<file path="src/rtl/memtest_sweep_log.sv">
// Per-slot pass/fail/timeout verdict recorder for the SDRAM tester sweep; done one cycle after the RUN hit, map one later.
// Optional MEMTEST_LOG_STICKY_FAIL_EN: a recorded fail/timeout is never replaced by a later pass.
module memtest_sweep_log #(
   parameter int SLOTS       = 11,
   parameter int PASS_TARGET = 4,
   parameter int TIMEOUT_CYC = 100000000
) (
   input  logic                 clk,
   input  logic                 reset,
   input  logic                 start,
   input  logic [3:0]           slot_i,
   input  logic                 clear,
   input  logic                 tester_rst,
   input  logic [31:0]          passcount,
   input  logic [31:0]          failcount,
   output logic                 busy,
   output logic                 done,
   output logic [1:0]           verdict,
   output logic [2*SLOTS-1:0]   status_map,
   output logic [3:0]           best_slot,
   output logic [3:0]           pass_slots
);

   localparam logic [31:0] SLOTS_W   = SLOTS;
   localparam logic [31:0] PASS_TGT  = PASS_TARGET;
   localparam logic [31:0] WDOG_LAST = TIMEOUT_CYC - 1;

   typedef enum logic [2:0] {
      S_IDLE,
      S_ARM,
      S_SNAP,
      S_RUN,
      S_RECORD
   } state_t;

   state_t               state_q, state_d;
   logic [3:0]           slot_q, slot_d;
   logic [31:0]          pass_base_q, pass_base_d;
   logic [31:0]          fail_base_q, fail_base_d;
   logic [31:0]          wdog_q, wdog_d;
   logic [1:0]           verdict_q, verdict_d;
   logic [2*SLOTS-1:0]   map_q, map_d;
   logic [3:0]           best_q, best_d;
   logic [3:0]           npass_q, npass_d;
   logic [31:0]          pass_delta;

   // Modular difference keeps a passcount wrap between snapshot and check harmless.
   assign pass_delta = passcount - pass_base_q;

   always_comb begin
      state_d     = state_q;
      slot_d      = slot_q;
      pass_base_d = pass_base_q;
      fail_base_d = fail_base_q;
      wdog_d      = wdog_q;
      verdict_d   = verdict_q;
      map_d       = map_q;

      case (state_q)
         S_IDLE: begin
            if (start && ({28'd0, slot_i} < SLOTS_W)) begin
               slot_d  = slot_i;
               state_d = S_ARM;
            end
         end
         S_ARM: begin
            if (!tester_rst) state_d = S_SNAP;
         end
         S_SNAP: begin
            if (tester_rst) begin
               state_d = S_ARM;
            end else begin
               pass_base_d = passcount;
               fail_base_d = failcount;
               wdog_d      = '0;
               state_d     = S_RUN;
            end
         end
         S_RUN: begin
            if (tester_rst) begin
               state_d = S_ARM;
            end else if (failcount != fail_base_q) begin
               verdict_d = 2'b10;
               state_d   = S_RECORD;
            end else if (pass_delta >= PASS_TGT) begin
               verdict_d = 2'b01;
               state_d   = S_RECORD;
            end else if (wdog_q == WDOG_LAST) begin
               verdict_d = 2'b11;
               state_d   = S_RECORD;
            end else begin
               wdog_d = wdog_q + 32'd1;
            end
         end
         S_RECORD: begin
            state_d = S_IDLE;
            for (int i = 0; i < SLOTS; i++) begin
               if (slot_q == i[3:0]) begin
`ifdef MEMTEST_LOG_STICKY_FAIL_EN
                  if (!(verdict_q == 2'b01 && map_q[2*i+1]))
                     map_d[2*i +: 2] = verdict_q;
`else
                  map_d[2*i +: 2] = verdict_q;
`endif
               end
            end
         end
         default: state_d = S_IDLE;
      endcase

      if (clear) begin
         state_d = S_IDLE;
         map_d   = '0;
      end
   end

   // Summary is derived from the registered map, so it trails the map by one cycle.
   always_comb begin
      best_d  = 4'hF;
      npass_d = 4'd0;
      for (int i = SLOTS - 1; i >= 0; i--) begin
         if (map_q[2*i +: 2] == 2'b01) begin
            best_d  = i[3:0];
            npass_d = npass_d + 4'd1;
         end
      end
   end

   always_ff @(posedge clk) begin
      if (reset) begin
         state_q     <= S_IDLE;
         slot_q      <= '0;
         pass_base_q <= '0;
         fail_base_q <= '0;
         wdog_q      <= '0;
         verdict_q   <= '0;
         map_q       <= '0;
         best_q      <= 4'hF;
         npass_q     <= '0;
      end else begin
         state_q     <= state_d;
         slot_q      <= slot_d;
         pass_base_q <= pass_base_d;
         fail_base_q <= fail_base_d;
         wdog_q      <= wdog_d;
         verdict_q   <= verdict_d;
         map_q       <= map_d;
         best_q      <= best_d;
         npass_q     <= npass_d;
      end
   end

   assign busy       = (state_q != S_IDLE);
   assign done       = (state_q == S_RECORD) && !clear;
   assign verdict    = done ? verdict_q : 2'b00;
   assign status_map = map_q;
   assign best_slot  = best_q;
   assign pass_slots = npass_q;

endmodule

</file>
<file path="config.mk">
export PLATFORM = sky130hd
export DESIGN_NAME = memtest_sweep_log
export DESIGN_NICKNAME = d
export VERILOG_FILES = /design/src/rtl/memtest_sweep_log.sv
export SDC_FILE = /design/constraint.sdc
export NUM_CORES = 1
export LEC_CHECK = 0
export ABC_AREA = 1
export BUFFER_PORTS_ARGS = -buffer_cell sky130_fd_sc_hd__buf_2
export CORE_ASPECT_RATIO = 1.75
export CORE_MARGIN = 10
export CORE_UTILIZATION = 55
export CTS_CLUSTER_DIAMETER = 150
export DETAILED_ROUTE_END_ITERATION = 6
export GPL_TIMING_DRIVEN = 0
export PLACE_DENSITY_LB_ADDON = 0.2
export SYNTH_ARGS = -nofsm -noshare
export SYNTH_HDL_FRONTEND = slang
export SYNTH_SLANG_ARGS = --single-unit
</file>
<file path="constraint.sdc">
create_clock -name clk -period 6.2 [get_ports clk]
set_input_delay 1.55 -clock clk [delete_from_list [all_inputs] [get_ports clk]]
set_output_delay 1.55 -clock clk [all_outputs]
set_load 0.02 [all_outputs]
</file>
==> results of run 1 <==
worst paths after layout:
check                       start         endpoint  slack, ps  cells after the start
hold / removal    fail_base_q[22]  fail_base_q[22]        460                      2
setup reg to reg   status_map[20]    pass_slots[1]        890                     35
hold reg to reg   fail_base_q[22]  fail_base_q[22]        460                      2
setup / recovery   status_map[20]    pass_slots[1]        890                     35
through the flow:
step,worst slack [ps],instances,hold slack [ps],util
final,893,1999,456,0.638
after global routing,455,1997,472,0.638
after CTS,933,1996,458,0.637
after detailed placement,953,1964,448,0.602
after global placement,1050,1964,441,0.602
after floorplan,1290,1625,427,-
power by group through the flow:
stage | clock network (mW) | registers (mW) | logic (mW)
floorplan | 0 | 0.911 | 0.248
global placement | 0 | 0.912 | 0.351
detailed placement | 0 | 0.913 | 0.355
CTS | 1.12 | 0.894 | 0.358
global route | 1.15 | 0.895 | 0.408
finish | 1.10 | 0.894 | 0.361
area by class of cell:
class                   instances  area (sq um)  area share
inverters                     253           950      0.0832
clock buffers                  19           443      0.0388
plain buffers                  47           214      0.0187
well taps                     234           293      0.0257
clock inverters                13           193      0.0169
flip-flops and latches        135          2700       0.237
multi-input cells            1190          6090       0.533
repair buffers                105           526      0.0460
diodes                          3          7.51    0.000658
per-layer routing:
metal	vias to the layer above	GRT usage
met5	-	0
met4	2	0.132
met3	90	0.0451
met2	224	0.470
met1	4824	0.220
li1	5482	-
Yosys cell counts (2+ instances only):
master / n / area [sq um]
dfxtp_1: 135 / 2700
inv_1: 247 / 927
xnor2_1: 21 / 184
nand3b_1: 3 / 22.5
nand2_4: 2 / 22.5
a211oi_1: 2 / 15.0
nand3_1: 79 / 395
a21oi_2: 3 / 26.3
buf_2: 9 / 45.0
nor4_1: 13 / 81.3
nand3_2: 8 / 80.1
nor2_2: 8 / 50.1
a21oi_1: 159 / 796
nand2_1: 388 / 1460
nand4_1: 51 / 319
inv_2: 6 / 22.5
or2_2: 3 / 18.8
nand2_2: 25 / 156
o21bai_1: 4 / 30.0
nor2_1: 174 / 653
buf_6: 3 / 33.8
nor3_1: 37 / 185
clkbuf_1: 34 / 128
nor3_2: 2 / 20.0
ha_1: 42 / 526
o21ai_0: 113 / 566
xor2_1: 41 / 359
sequential cells by signal, indices dropped and copies added (netlist names):
name and count:
best_slot 4, fail_base_q 32, pass_base_q 32, pass_slots 4, slot_q 4, state_q 3
status_map 22, verdict_q 2, wdog_q 32
logic make-up after synthesis:
logic type | Yosys count
fa+ha+maj | 43
flops | 135
simple gates | 801
compound gates | 284
buf+inv | 300
xor+xnor | 62
critical path: cells and delay by family, from the launching register on:
kind,cells,cell delay [ps]
flops,1,360
compound gates,2,240
simple gates,22,2530
buf+inv,5,280
fa+ha+maj,6,1780
==> metrics.cfg, run 1 <==
[outcome]
status=completed

[cells_and_area]
design_area_sq_um=11400
syn_to_final_growth_pct=14.7
final_cell_mix=nand2_1, inv_1, nor2_1
fillers=1781
final_common_cell=nand2_1
drive_gt1_frac=0.119
nNetsFinal=1865

[global_route]
grt_overflow=0
grt_usage=0.239
grt_max_degree=17
grt_pass1_vias=10420
grt_pass1_wl_microns=47300
antenna_found_initial=4

[drt]
met2_length_microns=15800
dr_wl_met3_microns=1010
initialDrtViolationCount=603
drt-pass1-iter-count=5
wl_met1_microns=10600
top_layer=met5
wl_per_cell_microns=14.4
routed_wl_microns=28800
drc=0
dr_total_vias=10622
ant_nets=0
routed_via_density=5.31

[yosys]
synth_edf_count=0
synthSimpleGateAreaFrac=0.355
yosysSeqAreaShare=0.272
synthMuxAreaShare=0
synth_flop_cell=dfxtp_1
syn_avg_cell_area_sq_um=6.12
syn-cell-area_sq_um=9950
synth-compound-area-share=0.147
ys_types=40
synth_fp_nets=1741
synth_cells=1625
synthArstFlopShare=0
synth_xor_area_frac=0.0546
synth_seq_cells=135
ys_warn_count=0
synthAdderAreaFrac=0.0548
synth_top_family_by_area=simple AND/OR/NAND/NOR gates

[critical_path]
max_stage_delay_ps=360
cp_data_required_time_ps=6510
crit_path_top_delay_cell=dfxtp_1
path_common_cell=nand2_1
worstPathArrival_ps=5620
start_kind=flip-flop
crit_path_max_fanout=4
endpoint_kind=flip-flop
crit_type=reg -> reg

[clocking]
cts_buffers=17
post_cts_resized=0
cts-root-buf=clkbuf_16
holdBufCountCts=0
cts.sinks=135
clk_pin_slew_ps=60
cts_post_setup_buffers_inserted=0
cts_tree=built
clock_latency_ps=430
cts_buffer_depth=2
h-tree-depth=4

[run]
maxCapViolCount=0

[sta]
fin_crit_sh=0.856
slew-limit-headroom=0.596
finClkSkew_ps=10.7
hold_viol=0
slew_violations=0
fin_tns_setup_ps=0
fmax_mhz=188
post-route-min-period_ps=5310
rsz0062_at_grt=false
setup_violations=0
worstMarginPinSlew_ps=606

[power_and_ir_drop]
seq_power_share=0.379
p_leak_nw=5.12
power_mw=2.36
irDropWorstVdd_mv=0.145
power_density_nw_per_um2=207
combPwrFrac=0.153
clkPwrFrac=0.468
switching_share=0.279
switchingPower_uw=659
intPower_mw=1.70

[placed_design]
dp.final_hpwl_microns=23700
io_buffers=105
place_area_sq_um=10800
gp_congestion=0.979

[die]
dieHeight_microns=198
core_sq_um=17900
fp-row-count=65
io_pins=107
start_util=0.556
fp.dieW_microns=122
die_area_sq_um=24100

[worst_hold_path]
hold_class=reg -> reg

(Power assumes the default switching activity.)
==> run 2, diff against run 1 <==
--- a/config.mk
+++ b/config.mk
@@ -11,9 +11,10 @@
 export CORE_MARGIN = 10
 export CORE_UTILIZATION = 55
 export CTS_CLUSTER_DIAMETER = 150
+export CTS_CLUSTER_SIZE = 20
 export DETAILED_ROUTE_END_ITERATION = 6
 export GPL_TIMING_DRIVEN = 0
-export PLACE_DENSITY_LB_ADDON = 0.2
+export PLACE_DENSITY = 0.75
 export SYNTH_ARGS = -nofsm -noshare
 export SYNTH_HDL_FRONTEND = slang
 export SYNTH_SLANG_ARGS = --single-unit
==> metrics.cfg, run 2 (synthesized netlist as in run 1, its figures left out) <==
[outcome]
status=completed

[sta]
setup_violations=0  ; unchanged
slew_violations=0  ; unchanged
rsz0062_at_grt=false
fin_crit_sh=0.849  ; -0.00726
finClkSkew_ps=9.70  ; -1.01 ps
slew-limit-headroom=0.606  ; +0.0101
fmax_mhz=190  ; +0.86%
setup_slack_ps=938  ; +45.0 ps
post-route-min-period_ps=5260  ; -45.0 ps
hold_viol=0  ; unchanged
whs_ps=458  ; +1.91 ps
fin_tns_setup_ps=0  ; unchanged
worstMarginPinSlew_ps=586  ; -19.7 ps

[placed_design]
dp.final_hpwl_microns=23600  ; -0.38%
dp_cells=1964  ; unchanged
place_area_sq_um=10800  ; unchanged
gp_congestion=0.976  ; -0.32%
post-place-ws_ps=946  ; -7.01 ps
io_buffers=105  ; unchanged

[die]
core_sq_um=17900  ; unchanged
dieHeight_microns=198  ; unchanged
die_area_sq_um=24100  ; unchanged
start_util=0.556  ; unchanged
io_pins=107  ; unchanged
fp-row-count=65  ; unchanged
fp.dieW_microns=122  ; unchanged

[critical_path]
crit_type=reg -> reg
critPathBufInv=5  ; unchanged
worstPathArrival_ps=5580  ; -40 ps
max_stage_delay_ps=350  ; about the same
crit_path_max_fanout=4  ; unchanged
crit_path_top_delay_cell=dfxtp_1
critPathTopFamily=simple AND/OR/NAND/NOR gates
endpoint_kind=flip-flop
path_common_cell=nand2_1
start_kind=flip-flop
cp_data_required_time_ps=6520  ; about the same

[clocking]
cts_post_setup_buffers_inserted=0  ; unchanged
clock_latency_ps=430  ; about the same
h-tree-depth=4  ; unchanged
cts-root-buf=clkbuf_16
cts_tree=built
post_cts_resized=0  ; unchanged
holdBufCountCts=0  ; unchanged
cts.sinks=135  ; unchanged
cts_buffer_depth=2  ; unchanged
cts_buffers=17  ; unchanged
clk_pin_slew_ps=60  ; about the same

[power_and_ir_drop]
power_density_nw_per_um2=198  ; -4.3%
irDropWorstVdd_mv=0.158  ; +8.7%
power_mw=2.24  ; -4.8%
p_leak_nw=5.08  ; -0.65%

[cells_and_area]
nNetsFinal=1865  ; unchanged
final_util=0.634  ; -0.00350
final_cell_count_no_fill=1998  ; -0.050%
final_cell_mix=nand2_1, inv_1, nor2_1
fillers=1807  ; +1.5%
drive_gt1_frac=0.119  ; +0.000568
reg_top3=fail_base_q: 32 flops, pass_base_q: 32 flops, wdog_q: 32 flops
syn_to_final_growth_pct=14.1
design_area_sq_um=11400  ; -0.55%
final_common_cell=nand2_1

[global_route]
grt_overflow=0  ; unchanged
grt_pass1_wl_microns=47200  ; -0.41%
antenna_found_initial=3  ; -1
grt_pass1_vias=10500  ; +0.77%
grt_usage=0.238  ; -0.000984
grt_max_degree=17  ; unchanged

[drt]
routed_wl_microns=28600  ; -0.64%
dr_total_vias=10589  ; -0.31%
ant_nets=0  ; unchanged
drc=0  ; unchanged
drt-pass1-iter-count=7  ; +2
wl_per_cell_microns=14.3  ; -0.59%
routed_via_density=5.30  ; -0.26%
initialDrtViolationCount=602  ; -0.17%

[worst_hold_path]
hold_class=reg -> reg

[run]
maxCapViolCount=0  ; unchanged

## run 2: cell types whose count changed in the layout (fill, tap and decap cells not counted)
cell	change
clkinv_4	+2
clkbuf_1	-1
diode_2	-1
clkinv_2	+1
bufinv_16	-3
inv_6	-2
clkinvlp_4	+2
clkbuf_8	+1
## run 2: worst paths after layout
path,startpoint,to,slack (ps),depth (start not counted)
max,status_map[20],pass_slots[1],940,35
min,fail_base_q[21],fail_base_q[21],460,2
max reg2reg,status_map[20],pass_slots[1],940,35
min reg2reg,fail_base_q[21],fail_base_q[21],460,2
## run 2: area by class of cell
class,count,area [sq um],share of cell area
Clock buffer,19,453,0.0399
Tap cell,234,293,0.0258
Multi-Input combinational cell,1190,6090,0.536
Buffer,47,214,0.0188
Antenna cell,2,5.00,0.000441
Inverter,253,950,0.0837
Timing Repair Buffer,105,526,0.0463
Clock inverter,13,123,0.0108
Sequential cell,135,2700,0.238
## run 2: metal layers
layer	vias to the layer above	part of all wire	wire length [microns]	track usage
met2	258	0.55	15700	0.461
met1	4749	0.37	10500	0.224
met3	91	0.040	1130	0.0456
li1	5489	-	-	-
met5	-	0.00042	12	0
met4	2	0.046	1330	0.132
## run 2: power by group
part	internal [mW]	total [mW]	switching (mW)
clock network	0.576	0.989	0.413
registers	0.885	0.894	0.00918
logic	0.124	0.361	0.237
## run 2: worst reg2reg max path, delay by kind of cell (launching register included)
family                     cells  cell delay (ps)
AOI/OAI and AO/OA              2              220
adders and majority gates      6             1800
buffers and inverters          5              270
and+or+nand+nor               22             2530
DFF                            1              350
==> run 3, diff against run 2 <==
--- a/config.mk
+++ b/config.mk
@@ -9,12 +9,12 @@
 export BUFFER_PORTS_ARGS = -buffer_cell sky130_fd_sc_hd__buf_2
 export CORE_ASPECT_RATIO = 1.75
 export CORE_MARGIN = 10
-export CORE_UTILIZATION = 55
+export CORE_UTILIZATION = 54
 export CTS_CLUSTER_DIAMETER = 150
 export CTS_CLUSTER_SIZE = 20
 export DETAILED_ROUTE_END_ITERATION = 6
 export GPL_TIMING_DRIVEN = 0
-export PLACE_DENSITY = 0.75
+export PLACE_DENSITY = 0.77
 export SYNTH_ARGS = -nofsm -noshare
 export SYNTH_HDL_FRONTEND = slang
 export SYNTH_SLANG_ARGS = --single-unit
==> constraint.sdc (replaced) <==
create_clock -name clk -period 4.6 [get_ports clk]
set_input_delay 1.15 -clock clk [delete_from_list [all_inputs] [get_ports clk]]
set_output_delay 1.15 -clock clk [all_outputs]
set_load 0.02 [all_outputs]
==> metrics.cfg, run 3 (synthesized netlist as in run 1, its figures left out) <==
[power_and_ir_drop]
irDropWorstVdd_mv=0.189  ; +19%
clkPwrFrac=0.458  ; +0.017
p_leak_nw=5.21  ; +2.5%
switching_share=0.288  ; -0.00584
intPower_mw=2.22  ; +40%
seq_power_share=0.385  ; -0.013
power_mw=3.12  ; +39%
combPwrFrac=0.157  ; -0.004
power_density_nw_per_um2=266  ; +35%
switchingPower_uw=899  ; +36%

[cells_and_area]
final_common_cell=nand2_1
syn_to_final_growth_pct=17.9
final_util=0.650  ; +0.0156
drive_gt1_frac=0.151  ; +0.0316
nNetsFinal=1887  ; +1.2%
final_cell_mix=nand2_1, inv_1, nor2_1
reg_top3=fail_base_q: 32 flops, pass_base_q: 32 flops, wdog_q: 32 flops
design_area_sq_um=11700  ; +3.4%
fillers=1737  ; -3.9%

[drt]
drt-pass1-iter-count=6  ; -1
drc=0  ; unchanged
wl_per_cell_microns=14.8  ; +3.2%
initialDrtViolationCount=568  ; -5.6%
ant_nets=0  ; unchanged
dr_total_vias=10760  ; +1.6%
routed_wl_microns=29800  ; +4.3%
routed_via_density=5.33  ; +0.51%

[placed_design]
io_buffers=105  ; unchanged
place_area_sq_um=10800  ; +0.33%
dp.final_hpwl_microns=24100  ; +2.1%
gp_congestion=0.988  ; +1.2%

[die]
core_sq_um=18100  ; +0.91%
fp-row-count=65  ; unchanged
fp.dieW_microns=123  ; +0.77%
start_util=0.551  ; -0.00501
die_area_sq_um=24500  ; +1.6%
dieHeight_microns=200  ; +0.83%
io_pins=107  ; unchanged

[clocking]
cts_buffer_depth=2  ; unchanged
clock_latency_ps=440  ; about the same
cts_tree=built
cts.sinks=135  ; unchanged
clk_pin_slew_ps=60  ; about the same
h-tree-depth=4  ; unchanged
cts_buffers=17  ; unchanged
cts-root-buf=clkbuf_16
holdBufCountCts=0  ; unchanged

[critical_path]
worstPathArrival_ps=4720  ; -860 ps
max_stage_delay_ps=350  ; about the same
crit_path_top_delay_cell=dfxtp_4
endpoint_kind=flip-flop
path_common_cell=nand2_2
crit_path_max_fanout=3  ; -1
cp_data_required_time_ps=4930  ; -1590 ps
start_kind=flip-flop
crit_type=reg -> reg

[sta]
finClkSkew_ps=8.79  ; -0.909 ps
fmax_mhz=228  ; +20%
worstMarginPinSlew_ps=648  ; +61.6 ps
slew_violations=0  ; unchanged
setup_violations=0  ; unchanged
fin_tns_setup_ps=0  ; unchanged
whs_ps=456  ; -1.48 ps
post-route-min-period_ps=4390  ; -875 ps
fin_crit_sh=0.954  ; +0.105
slew-limit-headroom=0.565  ; -0.0414
hold_viol=0  ; unchanged

[worst_hold_path]
hold_class=reg -> reg

[global_route]
grt_pass1_wl_microns=49000  ; +3.8%
grt_usage=0.246  ; +0.00764
grt_overflow=0  ; unchanged
grt_pass1_vias=10853  ; +3.4%
antenna_found_initial=2  ; -1
grt_max_degree=17  ; unchanged

[run]
maxCapViolCount=0  ; unchanged

[outcome]
status=completed

## run 3: what timing repair did
| action | CTS | global route |
|---|---|---|
| resized for setup | 13 | 24 |
| setup endpoints to repair | 3 | 3 |
| setup buffers | 20 | 4 |
| pin swaps | 9 | 32 |
## run 3: area by class of cell
type                    instances  area [sq um]  area share
multi-input cells            1190          6260       0.533
flip-flops and latches        135          2710       0.231
inverters                     253           950      0.0809
repair buffers                127           691      0.0589
clock buffers                  20           478      0.0407
well taps                     234           293      0.0249
plain buffers                  47           214      0.0182
clock inverters                12           138      0.0117
diodes                          2          5.00    0.000426
## run 3: path summary, 6_finish.rpt
| path | from | to | slack (ps) | cells after the start |
|---|---|---|---|---|
| hold / removal | pass_base_q[4] | pass_base_q[4] | 460 | 2 |
| hold reg to reg | pass_base_q[4] | pass_base_q[4] | 460 | 2 |
| setup / recovery | status_map[18] | pass_slots[1] | 210 | 36 |
| setup reg to reg | status_map[18] | pass_slots[1] | 210 | 36 |
## run 3: power by group through the flow
stage	combinational, mW	clock, mW	sequential (mW)
floorplan	0.334	0	1.23
global placement	0.474	0	1.23
detailed placement	0.481	0	1.23
CTS	0.485	1.44	1.20
global route	0.554	1.49	1.21
finish	0.489	1.43	1.20
## run 3: stage by stage
step	setup WS, ps	std cells
after floorplan	17.0	1625
after global placement	-256	1964
after detailed placement	-323	1964
after CTS	27.3	2016
after global routing	-54.9	2018
final	214	2020
## run 3: worst max-delay path, delay by kind of cell, from the launching register on
kind                     cells  cell delay [ps]
adder cells (fa/ha/maj)      6             1360
flip-flops                   1              350
AND/OR/NAND/NOR             22             2080
buffers and inverters        6              280
AO/OA/AOI/OAI                2              180
## run 3: metal layers
layer	up-vias	part of all wire	wire length, microns	GRT usage
met5	-	0.00040	12	0
met4	2	0.044	1330	0.130
met3	101	0.037	1120	0.0404
met2	264	0.56	16800	0.491
met1	4866	0.36	10600	0.226
li1	5527	-	-	-
